--- config.mk ---
export PLATFORM = sky130hd
export DESIGN_NAME = mem_arbiter_flat
export DESIGN_NICKNAME = d
export VERILOG_FILES = /design/src/rtl/mem_arbiter_pkg.sv /design/src/rtl/mem_arbiter_if.sv /design/src/rtl/mem_arbiter.sv /design/src/flat_wrapper.sv
export SDC_FILE = /design/constraint.sdc
export NUM_CORES = 1
export LEC_CHECK = 0
export CELL_PAD_IN_SITES_DETAIL_PLACEMENT = 0
export CELL_PAD_IN_SITES_GLOBAL_PLACEMENT = 1
export CORE_ASPECT_RATIO = 0.5
export CORE_MARGIN = 5
export CORE_UTILIZATION = 23
export DETAILED_ROUTE_END_ITERATION = 10
export PLACE_DENSITY_LB_ADDON = 0.05
export SLEW_MARGIN = 10
export SYNTH_ARGS = -nofsm -noshare
export SYNTH_HDL_FRONTEND = slang
export SYNTH_SLANG_ARGS = --single-unit
--- constraint.sdc ---
create_clock -name clk -period 3.4 [get_ports clk]
set_input_delay 0.68 -clock clk [delete_from_list [all_inputs] [get_ports clk]]
set_output_delay 0.68 -clock clk [all_outputs]
set_load 0.01 [all_outputs]
--- src/rtl/mem_arbiter_pkg.sv ---
`default_nettype none
// +----------------------------------------------------------------------+
// | mem_arbiter_pkg                                                      |
// | Shared defaults, FSM encodings and round-robin pick for the memory   |
// | arbiter, its interface and the blocks that connect to it.            |
// | Revision: 1.0                                                        |
// +----------------------------------------------------------------------+
package mem_arbiter_pkg;

  localparam int DEF_ADDR_W  = 32;
  localparam int DEF_DATA_W  = 32;
  localparam int DEF_TIMEOUT = 64;

  // Encodings 2 and 3 are unused; the FSM treats them as S_IDLE.
  typedef enum logic [1:0] {
    S_IDLE = 2'd0,
    S_BUSY = 2'd1
  } arb_state_t;

  // Round-robin pick: a lone requester wins; on contention the port that
  // was not granted last time wins.
  function automatic logic rr_pick(input logic cs0, input logic cs1, input logic last);
    logic pick;
    if (cs0 && cs1) pick = ~last;
    else            pick = cs1;
    return pick;
  endfunction

endpackage
`default_nettype wire

--- src/rtl/mem_arbiter_if.sv ---
`default_nettype none
// +----------------------------------------------------------------------+
// | mem_arbiter_if                                                       |
// | Bundles both requester handshakes and the RAM handshake. The slave   |
// | modport is the arbiter's view; master is the environment's view      |
// | (requesters plus RAM).                                               |
// | Revision: 1.0                                                        |
// +----------------------------------------------------------------------+
interface mem_arbiter_if import mem_arbiter_pkg::*; #(
  parameter int ADDR_W = DEF_ADDR_W,
  parameter int DATA_W = DEF_DATA_W
);

  // Requester port 0
  logic              c0_cs;
  logic              c0_we;
  logic [ADDR_W-1:0] c0_addr;
  logic [DATA_W-1:0] c0_din;
  logic [DATA_W-1:0] c0_dout;
  logic              c0_ack;
  logic              c0_stall;

  // Requester port 1
  logic              c1_cs;
  logic              c1_we;
  logic [ADDR_W-1:0] c1_addr;
  logic [DATA_W-1:0] c1_din;
  logic [DATA_W-1:0] c1_dout;
  logic              c1_ack;
  logic              c1_stall;

  // RAM side
  logic              mem_cs;
  logic              mem_we;
  logic [ADDR_W-1:0] mem_addr;
  logic [DATA_W-1:0] mem_din;
  logic [DATA_W-1:0] mem_dout;
  logic              mem_ack;

  modport slave (
    input  c0_cs, c0_we, c0_addr, c0_din,
    output c0_dout, c0_ack, c0_stall,
    input  c1_cs, c1_we, c1_addr, c1_din,
    output c1_dout, c1_ack, c1_stall,
    output mem_cs, mem_we, mem_addr, mem_din,
    input  mem_dout, mem_ack
  );

  modport master (
    output c0_cs, c0_we, c0_addr, c0_din,
    input  c0_dout, c0_ack, c0_stall,
    output c1_cs, c1_we, c1_addr, c1_din,
    input  c1_dout, c1_ack, c1_stall,
    input  mem_cs, mem_we, mem_addr, mem_din,
    output mem_dout, mem_ack
  );

endinterface
`default_nettype wire

--- src/rtl/mem_arbiter.sv ---
`default_nettype none
// +----------------------------------------------------------------------+
// | mem_arbiter                                                          |
// | Two-port round-robin arbiter in front of a single multi-cycle RAM.   |
// | Latches the winning request, releases mem_cs in the ack cycle and    |
// | forces completion through a watchdog if the RAM never acknowledges.  |
// | Revision: 1.0                                                        |
// +----------------------------------------------------------------------+
module mem_arbiter import mem_arbiter_pkg::*; #(
  parameter int ADDR_W  = DEF_ADDR_W,
  parameter int DATA_W  = DEF_DATA_W,
  parameter int TIMEOUT = DEF_TIMEOUT
) (
  input  logic             clk,
  input  logic             rst,        // synchronous, active-low
  mem_arbiter_if.slave     bus,
  output logic             owner,
  output logic             err,
  output logic [1:0]       arb_state
);

  localparam int CNT_W = $clog2(TIMEOUT) + 1;
  localparam logic [CNT_W-1:0] CNT_LAST = CNT_W'((TIMEOUT > 0) ? TIMEOUT - 1 : 0);

  arb_state_t        state;
  logic              last;
  logic [CNT_W-1:0]  cnt;
  logic              we_q;
  logic [ADDR_W-1:0] addr_q;
  logic [DATA_W-1:0] din_q;

  logic              busy;
  logic              done;
  logic              wd_hit;
  logic              own_cs;
  logic              fire;
  logic              grant;
  logic              ack0;
  logic              ack1;
  logic [DATA_W-1:0] rdata;

  // Busy is forced low while reset is asserted so every output is quiet.
  assign busy   = rst && (state == S_BUSY);
  assign done   = busy && bus.mem_ack;
  // A real ack in the last allowed cycle takes precedence over the watchdog.
  assign wd_hit = (TIMEOUT != 0) && busy && (cnt == CNT_LAST) && !bus.mem_ack;
  assign own_cs = owner ? bus.c1_cs : bus.c0_cs;
  // An owner that dropped cs (abort) gets no ack; the RAM access still runs out.
  assign fire   = (done || wd_hit) && own_cs;
  assign grant  = rr_pick(bus.c0_cs, bus.c1_cs, last);

  assign ack0  = fire && !owner;
  assign ack1  = fire &&  owner;
  // Watchdog completion returns zero data.
  assign rdata = done ? bus.mem_dout : '0;

  assign bus.c0_ack   = ack0;
  assign bus.c1_ack   = ack1;
  assign bus.c0_dout  = ack0 ? rdata : '0;
  assign bus.c1_dout  = ack1 ? rdata : '0;
  assign bus.c0_stall = bus.c0_cs && !ack0;
  assign bus.c1_stall = bus.c1_cs && !ack1;

  // cs drops combinationally in the ack (or watchdog) cycle so the RAM idles.
  assign bus.mem_cs   = busy && !bus.mem_ack && !wd_hit;
  assign bus.mem_we   = we_q;
  assign bus.mem_addr = addr_q;
  assign bus.mem_din  = din_q;

  assign arb_state = state;

  // Arbitration FSM: grant and latch in S_IDLE, wait for ack or timeout in S_BUSY.
  always_ff @(posedge clk) begin
    if (!rst) begin
      state  <= S_IDLE;
      last   <= 1'b1;
      owner  <= 1'b0;
      err    <= 1'b0;
      cnt    <= '0;
      we_q   <= 1'b0;
      addr_q <= '0;
      din_q  <= '0;
    end else begin
      case (state)
        S_IDLE: begin
          if (bus.c0_cs || bus.c1_cs) begin
            owner  <= grant;
            last   <= grant;
            we_q   <= grant ? bus.c1_we   : bus.c0_we;
            addr_q <= grant ? bus.c1_addr : bus.c0_addr;
            din_q  <= grant ? bus.c1_din  : bus.c0_din;
            cnt    <= '0;
            state  <= S_BUSY;
          end
        end
        S_BUSY: begin
          cnt <= cnt + 1'b1;
          if (bus.mem_ack) begin
            state <= S_IDLE;
          end else if (wd_hit) begin
            err   <= 1'b1;
            state <= S_IDLE;
          end
        end
        default: state <= S_IDLE;
      endcase
    end
  end

endmodule
`default_nettype wire

--- src/flat_wrapper.sv ---
// flat-port wrapper written by rule: the top's interface ports become plain ports
module mem_arbiter_flat import mem_arbiter_pkg::*;
#(
  parameter int ADDR_W  = DEF_ADDR_W,
  parameter int DATA_W  = DEF_DATA_W,
  parameter int TIMEOUT = DEF_TIMEOUT
)
  (clk, rst, owner, err, arb_state, bus_c0_cs, bus_c0_we, bus_c0_addr, bus_c0_din, bus_c0_dout, bus_c0_ack, bus_c0_stall, bus_c1_cs, bus_c1_we, bus_c1_addr, bus_c1_din, bus_c1_dout, bus_c1_ack, bus_c1_stall, bus_mem_cs, bus_mem_we, bus_mem_addr, bus_mem_din, bus_mem_dout, bus_mem_ack);
  mem_arbiter_if #(.ADDR_W(ADDR_W), .DATA_W(DATA_W)) bus_i ();
  input  logic clk;
  input  logic rst;
  output logic owner;
  output logic err;
  output logic [1:0] arb_state;
  input wire logic [$bits(bus_i.c0_cs)-1:0] bus_c0_cs;
  input wire logic [$bits(bus_i.c0_we)-1:0] bus_c0_we;
  input wire logic [$bits(bus_i.c0_addr)-1:0] bus_c0_addr;
  input wire logic [$bits(bus_i.c0_din)-1:0] bus_c0_din;
  output wire logic [$bits(bus_i.c0_dout)-1:0] bus_c0_dout;
  output wire logic [$bits(bus_i.c0_ack)-1:0] bus_c0_ack;
  output wire logic [$bits(bus_i.c0_stall)-1:0] bus_c0_stall;
  input wire logic [$bits(bus_i.c1_cs)-1:0] bus_c1_cs;
  input wire logic [$bits(bus_i.c1_we)-1:0] bus_c1_we;
  input wire logic [$bits(bus_i.c1_addr)-1:0] bus_c1_addr;
  input wire logic [$bits(bus_i.c1_din)-1:0] bus_c1_din;
  output wire logic [$bits(bus_i.c1_dout)-1:0] bus_c1_dout;
  output wire logic [$bits(bus_i.c1_ack)-1:0] bus_c1_ack;
  output wire logic [$bits(bus_i.c1_stall)-1:0] bus_c1_stall;
  output wire logic [$bits(bus_i.mem_cs)-1:0] bus_mem_cs;
  output wire logic [$bits(bus_i.mem_we)-1:0] bus_mem_we;
  output wire logic [$bits(bus_i.mem_addr)-1:0] bus_mem_addr;
  output wire logic [$bits(bus_i.mem_din)-1:0] bus_mem_din;
  input wire logic [$bits(bus_i.mem_dout)-1:0] bus_mem_dout;
  input wire logic [$bits(bus_i.mem_ack)-1:0] bus_mem_ack;
  assign bus_i.c0_cs = bus_c0_cs;
  assign bus_i.c0_we = bus_c0_we;
  assign bus_i.c0_addr = bus_c0_addr;
  assign bus_i.c0_din = bus_c0_din;
  assign bus_c0_dout = bus_i.c0_dout;
  assign bus_c0_ack = bus_i.c0_ack;
  assign bus_c0_stall = bus_i.c0_stall;
  assign bus_i.c1_cs = bus_c1_cs;
  assign bus_i.c1_we = bus_c1_we;
  assign bus_i.c1_addr = bus_c1_addr;
  assign bus_i.c1_din = bus_c1_din;
  assign bus_c1_dout = bus_i.c1_dout;
  assign bus_c1_ack = bus_i.c1_ack;
  assign bus_c1_stall = bus_i.c1_stall;
  assign bus_mem_cs = bus_i.mem_cs;
  assign bus_mem_we = bus_i.mem_we;
  assign bus_mem_addr = bus_i.mem_addr;
  assign bus_mem_din = bus_i.mem_din;
  assign bus_i.mem_dout = bus_mem_dout;
  assign bus_i.mem_ack = bus_mem_ack;
  mem_arbiter #(.ADDR_W(ADDR_W), .DATA_W(DATA_W), .TIMEOUT(TIMEOUT)) u_core (.clk(clk), .rst(rst), .bus(bus_i), .owner(owner), .err(err), .arb_state(arb_state));
endmodule
# Word-level counts from Yosys, hierarchy flattened
# Index checks and enable logic that the tools add are counted.
[totals]
register_bits = 77
in_bits = 167
output_inout_bits = 138
elab_cells = 54
[op_classes]
addsub = 1
n_eq_ne = 4
n_mux = 14
n_bitwise = 2
reduce_logical = 25
[ops]
columns = ["cell", "n"]
rows = [
  ["$mux 32", 5],
  ["$pmux 7 s2", 1],
  ["$logic_and 1x1->1", 12],
  ["$add 7x1->7 const B", 1],
  ["$eq 7x6->1 const B", 1],
  ["$mux 7", 1],
  ["$mux 2", 3],
  ["$reduce_and 2->1", 3],
  ["$logic_not 1->1", 5],
  ["$pmux 2 s2", 1],
  ["$mux 1", 3],
  ["$ne 3x2->1 const B", 1],
  ["$reduce_and 3->1", 1],
  ["$eq 2x1->1 const B", 1],
  ["$logic_not 2->1", 1],
  ["$logic_or 1x1->1", 2],
  ["$ne 2x1->1 const B", 1],
  ["$not 1->1", 2],
  ["$reduce_bool 2->1", 1],
]

# Depth between registers and ports, before layout
# Gate-level depths: netlist (run 1).
[logic_depth]
depth_word = 9
ltp_mapped = 5
mapped_depth_nobuf = 4

# Least setup slack after synthesis (run 1)
# No wires, ideal clock.
[synth_timing]
kind = "in2out"
from = "in rst"
to = "out bus_c0_ack"
t_arrival_ns = 1.601
required_time_ns = 2.720
slack_ns = 1.119
cell_stages = 5
cell_sequence = "buf_2 > clkbuf_1 > nand2_1 > o31a_1 > nor2_1"
[synth_between]
elab_chain_cells = 6
word_cells_on_any_way = 7
[synth_rtl]
columns = ["item", "line_no", "source"]
rows = [
  ["from (decl)", "flat_wrapper.sv:11", "input logic rst;"],
  ["$logic_and 1x1->1 *", "mem_arbiter.sv:43", "assign busy = rst && (state == S_BUSY);"],
  ["$logic_and 1x1->1 (2 in a row)", "mem_arbiter.sv:46", "assign wd_hit = (TIMEOUT != 0) && busy && (cnt == CNT_LAST) && !bus.mem_ack;"],
  ["$logic_or 1x1->1 *", "mem_arbiter.sv:49", "assign fire = (done || wd_hit) && own_cs;"],
  ["$logic_and 1x1->1 *", "mem_arbiter.sv:49", ""],
  ["$logic_and 1x1->1 *", "mem_arbiter.sv:52", "assign ack0 = fire && !owner;"],
  ["to (decl)", "flat_wrapper.sv:20", "output wire logic [$bits(bus_i.c0_ack)-1:0] bus_c0_ack;"],
]
# Every way passes the cells marked *; elsewhere a longest branch is shown, timed or not.

# Worst setup path in the final report (run 1)
[layout_timing]
from = "in bus_mem_ack"
to = "out bus_c1_dout[6]"
[layout_between]
elab_chain_cells = 6
word_cells_on_any_way = 8
[layout_rtl]
columns = ["item", "line_no", "source"]
rows = [
  ["from (decl)", "flat_wrapper.sv:34", "input wire logic [$bits(bus_i.mem_ack)-1:0] bus_mem_ack;"],
  ["$logic_not 1->1", "mem_arbiter.sv:46", ""],
  ["$logic_and 1x1->1", "mem_arbiter.sv:46", ""],
  ["$logic_or 1x1->1", "mem_arbiter.sv:49", ""],
  ["$logic_and 1x1->1", "mem_arbiter.sv:49", ""],
  ["$logic_and 1x1->1", "mem_arbiter.sv:53", "assign ack1 = fire && owner;"],
  ["$mux 32 *", "mem_arbiter.sv:60", "assign bus.c1_dout = ack1 ? rdata : '0;"],
  ["to (decl)", "flat_wrapper.sv:26", "output wire logic [$bits(bus_i.c1_dout)-1:0] bus_c1_dout;"],
]
# Marked as above.

==> impl_metrics.py, run 1 <==
metrics = {
    "clocking": {
        "clk_latency_ns": 0.32,
        "clock_sinks": 76,
        "clockBufferDepth": 2,
        "postCtsHoldBufs": 0,
        "cts_setup_buffers": 0,
        "cts_tree": "yes",
        "cts_root_buffer": "clkbuf_16",
        "postCtsResizedCells": 0,
        "path_clk_slew_ns": 0.06,
        "h-tree-depth": 3,
        "cts-buffers-inserted": 9,
    },
    "die": {
        "die_h_um": 97.71,
        "core_area_um2": 15250,
        "rows": 32,
        "dieArea_um2": 18120,
        "pin_count": 305,
        "die_w_um": 185.4,
        "start_util_pct": 23.20,
    },
    "place": {
        "portBuffers": 303,
        "place.gp.congestion": 0.7593,
        "dp_slack_ns": 0.2475,
        "dp.cells": 844,
        "hpwl_um": 10980,
    },
    "sta": {
        "maxSlewHeadroom_pct": 53.04,
        "fmax_mhz": 318.8,
        "fin_tns_setup_ns": 0,
        "drv_slew": 0,
        "setup_viol": 0,
        "fin_ws_ns": 0.2631,
        "rsz0062_at_grt": "no",
        "final_hold_viol_count": 0,
        "fin_worst_skew_ns": 0.006289,
        "worst_pin_slew_ns": 0.7045,
        "period_needed_ns": 3.137,
        "final.period_utilization_pct": 92.26,
    },
    "synth": {
        "yosys_register_bits": 76,
        "syn-cell-area_um2": 3538,
        "yosys.area.top_type": "dfxtp_1",
        "syn_area_per_cell_um2": 9.668,
        "ys_warn_count": 0,
        "seq_area_frac_synth_pct": 43.00,
        "yosysUniqueCellTypes": 35,
        "syn_inst": 366,
        "yosysTopAreaCellShare_pct": 43.00,
        "synth.area.top_cells": "dfxtp_1 (43%), a221o_1 (18%), and3_1 (12%), and2_1 (11%), clkbuf_1 (2.4%)",
        "synthesis.nets": 534,
    },
    "pwr": {
        "p_per_area_nw_per_um2": 369.6,
        "ir_worst_vdd_mv": 0.2276,
        "leakagePower_nw": 2.886,
    },
    "grt": {
        "antenna_found_initial": 0,
        "grt_max_degree": 77,
        "grt_pass1_vias": 3963,
        "grt-ovfl-total": 0,
        "track_usage_pct": 15.80,
        "grt_pass1_wl_um": 22910,
    },
    "setup_path": {
        "crit_fanout": 32,
        "path_buf_inv": 3,
        "critical_path.top_delay_family": "buffers and inverters",
        "end_kind": "primary output",
        "r2r_end": "u_core.bus.mem_din[11]$_SDFFE_PN0P_",
        "worstPathArrival_ns": 2.46,
        "rr_startpoint": "u_core.arb_state[0]$_SDFFE_PN0P_",
        "crit_type": "in2out",
        "start_kind": "primary input",
        "cpMaxStageDelayCell": "clkdlybuf4s50_1",
        "worst_path_largest_cell_delay_ns": 0.56,
        "required_ns": 2.72,
        "r2r_slack_ns": 1.71,
        "crit_top_cell": "clkdlybuf4s50_1",
        "crit_start": "bus_mem_ack",
        "r2r_cells": 5,
        "path_cells": "clkdlybuf4s50_1, nand3_1, nor2_1, buf_12, and2_1, clkdlybuf4s50_1",
    },
    "layout": {
        "layout_commonest_cell": "clkdlybuf4s50_1",
        "final_util_pct": 46.31,
        "syn2layout_area_growth_pct": 99.65,
        "final_cell_mix": "clkdlybuf4s50_1 (302), dfxtp_1 (76), and3_1 (65), a221o_1 (65), and2_1 (64)",
        "antenna_cells": 0,
        "nets": 819,
        "drive_above_1_share_pct": 4.116,
        "final_cells": 860,
    },
    "route": {
        "drtIter0Drc": 176,
        "route.detailed.drc": 0,
        "drt_wl_total_um": 15170,
        "vias_per_cell": 4.623,
        "ant_nets": 0,
        "routedWlPerCell_um": 17.64,
        "dr_total_vias": 3976,
        "drt_pass1_iterations": 4,
    },
    "hold_path": {
        "hold_path_class": "reg2reg",
        "hp-start": "u_core.err$_SDFFE_PN0P_",
        "hold_path_end": "u_core.err$_SDFFE_PN0P_",
        "hold_depth": 2,
    },
    "status": {
        "outcome": "finished, final reports clean",
    },
    "run": {
        "max_cap_violations": 0,
    },
}
cell type report:
type                    count  area (µm²)
fillers                  1443        8190
clock buffers              12       236.5
flip-flops and latches     76        1521
repair buffers            312        3158
multi-input cells         249        1808
well taps                 204       255.2
clock inverters             4       73.82
inverters                   3       11.26
cell usage after synthesis:
cell	count
a2bb2oi_1	1
conb_1	1
and4_1	1
a21oi_1	2
xnor2_1	1
clkbuf_1	23
nand3_1	3
nor4b_1	1
nor2b_1	4
dfxtp_1	76
o211a_1	1
nor2_1	8
o22ai_1	2
a221o_1	65
a41oi_1	2
inv_2	1
o31ai_1	2
and2_1	64
nand4_1	2
inv_1	2
mux2i_1	1
o21bai_2	1
buf_6	4
o21bai_1	1
and3_1	66
ha_1	1
o31a_1	1
o2111ai_1	1
o41ai_1	1
nand2_1	9
nor3_1	1
xor2_1	2
nand2b_1	4
buf_2	3
buf_4	8
stage by stage:
stage / hold slack, ns / instance area (µm²) / power, mW
floorplan: 0.4548 / 3538 / 1.211
global placement: 0.4377 / 6754 / 1.622
detailed placement: 0.4451 / 6754 / 1.620
CTS: 0.4600 / 7064 / 2.656
global route: 0.4948 / 7064 / 2.736
finish: 0.4547 / 7064 / 2.611
power by group:
| part | total [mW] | internal (mW) | switching (mW) |
|---|---|---|---|
| logic | 0.599 | 0.384 | 0.215 |
| clock network | 1.01 | 0.644 | 0.370 |
| registers | 0.997 | 0.964 | 0.0334 |
sequential cells by signal, summed over array words and instances (netlist names):
signal / cells
u_core.err: 1
u_core.owner: 1
u_core.arb_state: 1
u_core.cnt: 7
u_core.bus.mem_din: 32
u_core.bus.mem_addr: 32
u_core.last: 1
u_core.bus.mem_we: 1
per-layer routing:
layer	global-route usage, %	routed length, µm
met4	3.382	259
met5	0	0
met2	28.25	7619
met1	18.55	6039
met3	5.011	1252
worst reg2reg max path: cells and delay by family (launching register included):
| kind | cells | cell delay [ns] |
|---|---|---|
| AO/OA/AOI/OAI | 2 | 0.56 |
| buffers and inverters | 2 | 0.45 |
| flip-flops | 1 | 0.34 |
| AND/OR/NAND/NOR | 1 | 0.23 |
logic make-up after synthesis:
family | share of synthesized area [%]
AOI/OAI and AO/OA | 21.75
xor gates and xnor gates | 0.7427
other | 0.1060
muxes | 0.2829
buffers and inverters | 6.153
adders and majority gates | 0.3536
DFF | 43.00
and+or+nand+nor | 27.62
worst max path at each step:
stage | end | slack [ns] | cells past startpoint
2_1_floorplan | bus_c0_ack | 1.12 | 5
3_3_place_gp | bus_c0_dout[22] | 0.25 | 6
3_5_place_dp | bus_c1_dout[3] | 0.25 | 6
4_1_cts | bus_c1_dout[3] | 0.24 | 6
5_1_grt | bus_c1_dout[6] | 0.12 | 6
6_report | bus_c1_dout[6] | 0.26 | 6
Note: power is estimated with default switching activity, not from simulation.
==> inputs of run 2 (changes only) <==
Settings changed: RECOVER_POWER set to 25.
==> run 2 against run 1 <==
  * The run now ends with max-capacitance violations, max-slew violations left
  * Non-clock buffer count stayed put
  * Clock skew hardly changed
  * Combinational power shrank 3%
  * Global-route usage is the same
  * Register-to-register slack got worse by 0.42 ns
==> impl_metrics.py, run 2 (synthesis results as in run 1) <==
metrics = {
    "layout": {
        "antenna_cells": 0,
        "drive_above_1_share_pct": 3.811,
        "register_area_um2": 1521,
        "multi_input_area_um2": 1797,
        "layout_commonest_cell": "clkdlybuf4s50_1",
        "nFillCells": 1444,
        "nets": 819,
        "syn2layout_area_growth_pct": 99.22,
        "final_cell_mix": "clkdlybuf4s50_1 (255), dfxtp_1 (76), and3_1 (65), a221o_1 (65), and2_1 (64)",
    },
    "clocking": {
        "cts_root_buffer": "clkbuf_16",
        "cts-buffers-inserted": 9,
        "h-tree-depth": 3,
        "cts_setup_buffers": 0,
        "cts_tree": "yes",
        "clk_latency_ns": 0.32,
        "clockBufferDepth": 2,
        "path_clk_slew_ns": 0.06,
        "postCtsHoldBufs": 0,
        "postCtsResizedCells": 0,
        "clock_sinks": 76,
    },
    "place": {
        "portBuffers": 303,
        "place.gp.congestion": 0.7593,
        "hpwl_um": 10980,
        "dp_slack_ns": 0.2475,
    },
    "setup_path": {
        "worstPathArrival_ns": 2.46,
        "end_kind": "primary output",
        "r2r_end": "u_core.bus.mem_din[11]$_SDFFE_PN0P_",
        "r2r_slack_ns": 1.29,
        "rr_startpoint": "u_core.arb_state[0]$_SDFFE_PN0P_",
        "crit_fanout": 32,
        "required_ns": 2.72,
        "start_kind": "primary input",
        "crit_type": "in2out",
        "critPathCapture": "bus_c1_dout[6]",
        "r2r_cells": 5,
        "crit_start": "bus_mem_ack",
    },
    "pwr": {
        "ir_worst_vdd_mv": 0.2273,
        "p_per_area_nw_per_um2": 367.4,
        "leakagePower_nw": 2.999,
    },
    "die": {
        "die_h_um": 97.71,
        "die_w_um": 185.4,
        "start_util_pct": 23.20,
        "pin_count": 305,
        "core_area_um2": 15250,
        "dieArea_um2": 18120,
        "rows": 32,
    },
    "sta": {
        "fin_tns_setup_ns": 0,
        "fin_worst_skew_ns": 0.006752,
        "final_hold_viol_count": 0,
        "worst_pin_slew_ns": 1.539,
        "rsz0062_at_grt": "no",
        "final.period_utilization_pct": 92.27,
        "setup_viol": 0,
        "fmax_mhz": 318.8,
        "fin_ws_ns": 0.2628,
        "period_needed_ns": 3.137,
        "drv_slew": 19,
        "maxSlewHeadroom_pct": -2.780,
        "hold_ws_ns": 0.4505,
    },
    "grt": {
        "antenna_found_initial": 0,
        "grt_pass1_wl_um": 22910,
        "grt-ovfl-total": 0,
        "grt_pass1_vias": 3963,
        "grt_max_degree": 77,
        "track_usage_pct": 15.80,
    },
    "run": {
        "max_cap_violations": 1,
    },
    "hold_path": {
        "hold_depth": 2,
        "hp-start": "u_core.err$_SDFFE_PN0P_",
        "hold_path_class": "reg2reg",
    },
    "route": {
        "ant_nets": 0,
        "dr_total_vias": 3971,
        "drt_pass1_iterations": 4,
        "drt_wl_total_um": 15180,
        "route.detailed.drc": 0,
        "routedWlPerCell_um": 17.66,
        "drtIter0Drc": 175,
        "vias_per_cell": 4.617,
    },
    "status": {
        "outcome": "finished, violations left",
        "failed_checks": "max-capacitance violations, max-slew violations",
    },
}
run 2: cell types whose count changed in the layout (fill, tap and decap cells not counted):
cell and delta:
clkdlybuf4s50_1 -47, buf_4 -1, o21bai_1 +1, o21bai_4 -1
dlygate4sd3_1 +47, clkbuf_1 +1
run 2: critical path, stage by stage:
cell and delay (ns):
clkdlybuf4s50_1 0.54, nand3_1 0.14, nor2_1 0.21, buf_12 0.19, and2_1 0.14, clkdlybuf4s50_1 0.56
run 2: through the flow:
step	util [%]	power, mW	area (µm²)	instances
after detailed placement	44.27	1.620	6754	844
after global placement	44.27	1.622	6754	844
after CTS	46.31	2.656	7064	860
after global routing	46.21	2.715	7049	860
after floorplan	-	1.211	3538	366
final	46.21	2.590	7049	860
run 2: worst min-delay path by stage:
stage | end | slack, ns
after detailed placement | u_core.err$_SDFFE_PN0P_ | 0.45
after CTS | u_core.err$_SDFFE_PN0P_ | 0.46
after global placement | u_core.err$_SDFFE_PN0P_ | 0.44
final | u_core.err$_SDFFE_PN0P_ | 0.45
after floorplan | u_core.cnt[6]$_SDFFE_PN0P_ | 0.45
after global routing | u_core.err$_SDFFE_PN0P_ | 0.49
run 2: final cells by class:
type | count | share of cell area [%]
inverter | 3 | 0.1597
tap | 204 | 3.621
sequential | 76 | 21.58
clock buffer | 12 | 3.355
clock inverter | 4 | 1.047
timing repair buffer | 312 | 44.75
multi-input combinational | 249 | 25.49
run 2: per-layer routing:
metal / vias up / wire (µm) / track usage [%] / part of all wire (%)
li1: 1949 / - / - / -
met1: 1845 / 6113 / 18.55 / 40
met2: 160 / 7631 / 28.25 / 50
met3: 17 / 1179 / 5.011 / 7.8
met4: 0 / 259 / 3.382 / 1.7
met5: - / 0 / 0 / 0
run 2: report_power, final:
| part | switching [mW] | internal [mW] | total (mW) |
|---|---|---|---|
| clock network | 0.371 | 0.644 | 1.02 |
| registers | 0.0312 | 0.964 | 0.995 |
| logic | 0.215 | 0.365 | 0.580 |
| total | 0.617 | 1.97 | 2.59 |
==> inputs of run 3 (changes only) <==
Settings changed: CORE_ASPECT_RATIO 0.5 to unset, CORE_UTILIZATION 23 to 22, SKIP_CTS_REPAIR_TIMING set to 1.
Clock period 3.4 ns to 3.43 ns, I/O delays scaled along.
==> run 3 against run 2 <==
  * The flow now finishes without violations
  * Core utilization fell by 1.5 points
  * Clock skew rose by 0.0043 ns
  * Sequential share of layout area fell by 0.061 points
  * Clock power barely moved
  * Critical path type unchanged
  * Highest routed layer unchanged
  * Flip-flop and latch count did not move
  * Critical endpoint is now bus_c0_dout[31]
  * Critical path depth did not move
==> impl_metrics.py, run 3 (synthesis results as in run 1) <==
metrics = {
    "status": {
        "outcome": "finished, final reports clean",
    },
    "grt": {
        "antenna_found_initial": 0,
        "grt_pass1_wl_um": 23980,
        "grt_pass1_vias": 4166,
        "track_usage_pct": 16.54,
        "grt-ovfl-total": 0,
        "grt_max_degree": 69,
    },
    "clocking": {
        "path_clk_slew_ns": 0.05,
        "cts_tree": "yes",
        "h-tree-depth": 3,
        "clk_latency_ns": 0.34,
        "cts_root_buffer": "clkbuf_16",
        "cts-buffers-inserted": 9,
        "clock_sinks": 76,
        "clockBufferDepth": 2,
    },
    "setup_path": {
        "worstPathArrival_ns": 2.45,
        "crit_type": "in2out",
        "crit_fanout": 32,
        "crit_start": "bus_mem_ack",
        "rr_startpoint": "u_core.arb_state[0]$_SDFFE_PN0P_",
        "crit_top_cell": "clkdlybuf4s50_1",
        "cpMaxStageDelayCell": "clkdlybuf4s50_1",
        "path_cells": "clkdlybuf4s50_1, nand3_1, nor2_1, buf_12, and2_1, clkdlybuf4s50_1",
        "end_kind": "primary output",
        "required_ns": 2.74,
        "worst_path_largest_cell_delay_ns": 0.54,
        "start_kind": "primary input",
    },
    "sta": {
        "rsz0062_at_grt": "no",
        "worst_pin_slew_ns": 0.6948,
        "period_needed_ns": 3.133,
        "fin_tns_setup_ns": 0,
        "final.period_utilization_pct": 91.35,
        "final_hold_viol_count": 0,
        "fin_worst_skew_ns": 0.01103,
        "setup_viol": 0,
        "drv_slew": 0,
        "fmax_mhz": 319.2,
        "maxSlewHeadroom_pct": 53.68,
    },
    "die": {
        "rows": 46,
        "die_w_um": 136.8,
        "core_area_um2": 15830,
        "die_h_um": 136.8,
        "dieArea_um2": 18720,
        "start_util_pct": 22.36,
        "pin_count": 305,
    },
    "layout": {
        "final_cells": 873,
        "drive_above_1_share_pct": 4.566,
        "final_cell_mix": "clkdlybuf4s50_1 (253), dfxtp_1 (76), and3_1 (65), a221o_1 (65), and2_1 (64)",
        "antenna_cells": 0,
        "postLayoutCellArea_um2": 7069,
        "layout_commonest_cell": "clkdlybuf4s50_1",
        "nets": 820,
        "register_area_um2": 1521,
        "syn2layout_area_growth_pct": 99.79,
        "multi_input_area_um2": 1808,
        "nFillCells": 1547,
    },
    "route": {
        "dr_total_vias": 3958,
        "vias_per_cell": 4.534,
        "drt_wl_total_um": 16100,
        "ant_nets": 0,
        "drt_pass1_iterations": 5,
        "routedWlPerCell_um": 18.44,
        "drtIter0Drc": 150,
        "route.detailed.drc": 0,
    },
    "hold_path": {
        "hp-start": "u_core.err$_SDFFE_PN0P_",
        "hold_path_class": "reg2reg",
    },
    "place": {
        "place.gp.congestion": 0.7733,
        "hpwl_um": 12010,
        "dp.cells": 857,
        "postPlaceCellArea_um2": 6751,
        "portBuffers": 303,
    },
    "run": {
        "max_cap_violations": 0,
    },
    "pwr": {
        "leakagePower_nw": 3.008,
        "total_power_mw": 2.577,
        "p_per_area_nw_per_um2": 364.5,
        "ir_worst_vdd_mv": 0.2584,
    },
}
-- run 3: cell types whose count changed in the layout (fill, tap and decap cells not counted) --
cell | previous run | this run
bufinv_16 | 2 | 1
o21bai_4 | 0 | 1
buf_12 | 5 | 3
buf_4 | 3 | 6
clkinvlp_4 | 0 | 1
dlygate4sd3_1 | 47 | 49
o21bai_1 | 2 | 1
clkinv_2 | 1 | 0
inv_6 | 0 | 1
clkbuf_8 | 0 | 3
clkdlybuf4s50_1 | 255 | 253
clkbuf_1 | 4 | 1
-- run 3: layout make-up --
| cell class | count | share of cell area, % |
|---|---|---|
| timing repair buffer | 313 | 44.37 |
| multi-input combinational | 249 | 25.58 |
| sequential | 76 | 21.52 |
| tap | 216 | 3.823 |
| clock buffer | 12 | 3.770 |
| clock inverter | 4 | 0.7788 |
| inverter | 3 | 0.1593 |
-- run 3: metal layers --
metal	share of wire [%]	vias up	track usage, %
met4	1.8	0	4.268
li1	-	1953	-
met3	8.4	17	6.618
met2	53	152	29.87
met1	37	1836	17.99
met5	0	-	0
-- run 3: power breakdown --
part	internal, mW	total [mW]	switching, mW	leakage [nW]
clock	0.627	1.02	0.390	0.155
combinational	0.358	0.571	0.213	2.23
sequential	0.955	0.988	0.0327	0.626
-- run 3: final timing paths --
kind	endpoint	cells after the start	slack [ns]
max	bus_c0_dout[31]	6	0.30
min	u_core.err$_SDFFE_PN0P_	2	0.45
max reg2reg	u_core.bus.mem_addr[21]$_SDFFE_PN0P_	5	1.48
min reg2reg	u_core.err$_SDFFE_PN0P_	2	0.45
-- run 3: stage by stage --
stage	hold WS (ns)	setup WS [ns]	util (%)
detailed placement	0.4525	0.2938	42.66
CTS	0.4653	0.2910	44.69
finish	0.4481	0.2968	44.66
floorplan	0.4548	1.137	-
global placement	0.4455	0.3072	42.66
global route	0.4843	0.2045	44.66
-- run 3: worst max-delay path, delay by kind of cell --
kind                   cells  cell delay (ns)
buffers and inverters      3             1.25
and+or+nand+nor            3             0.50
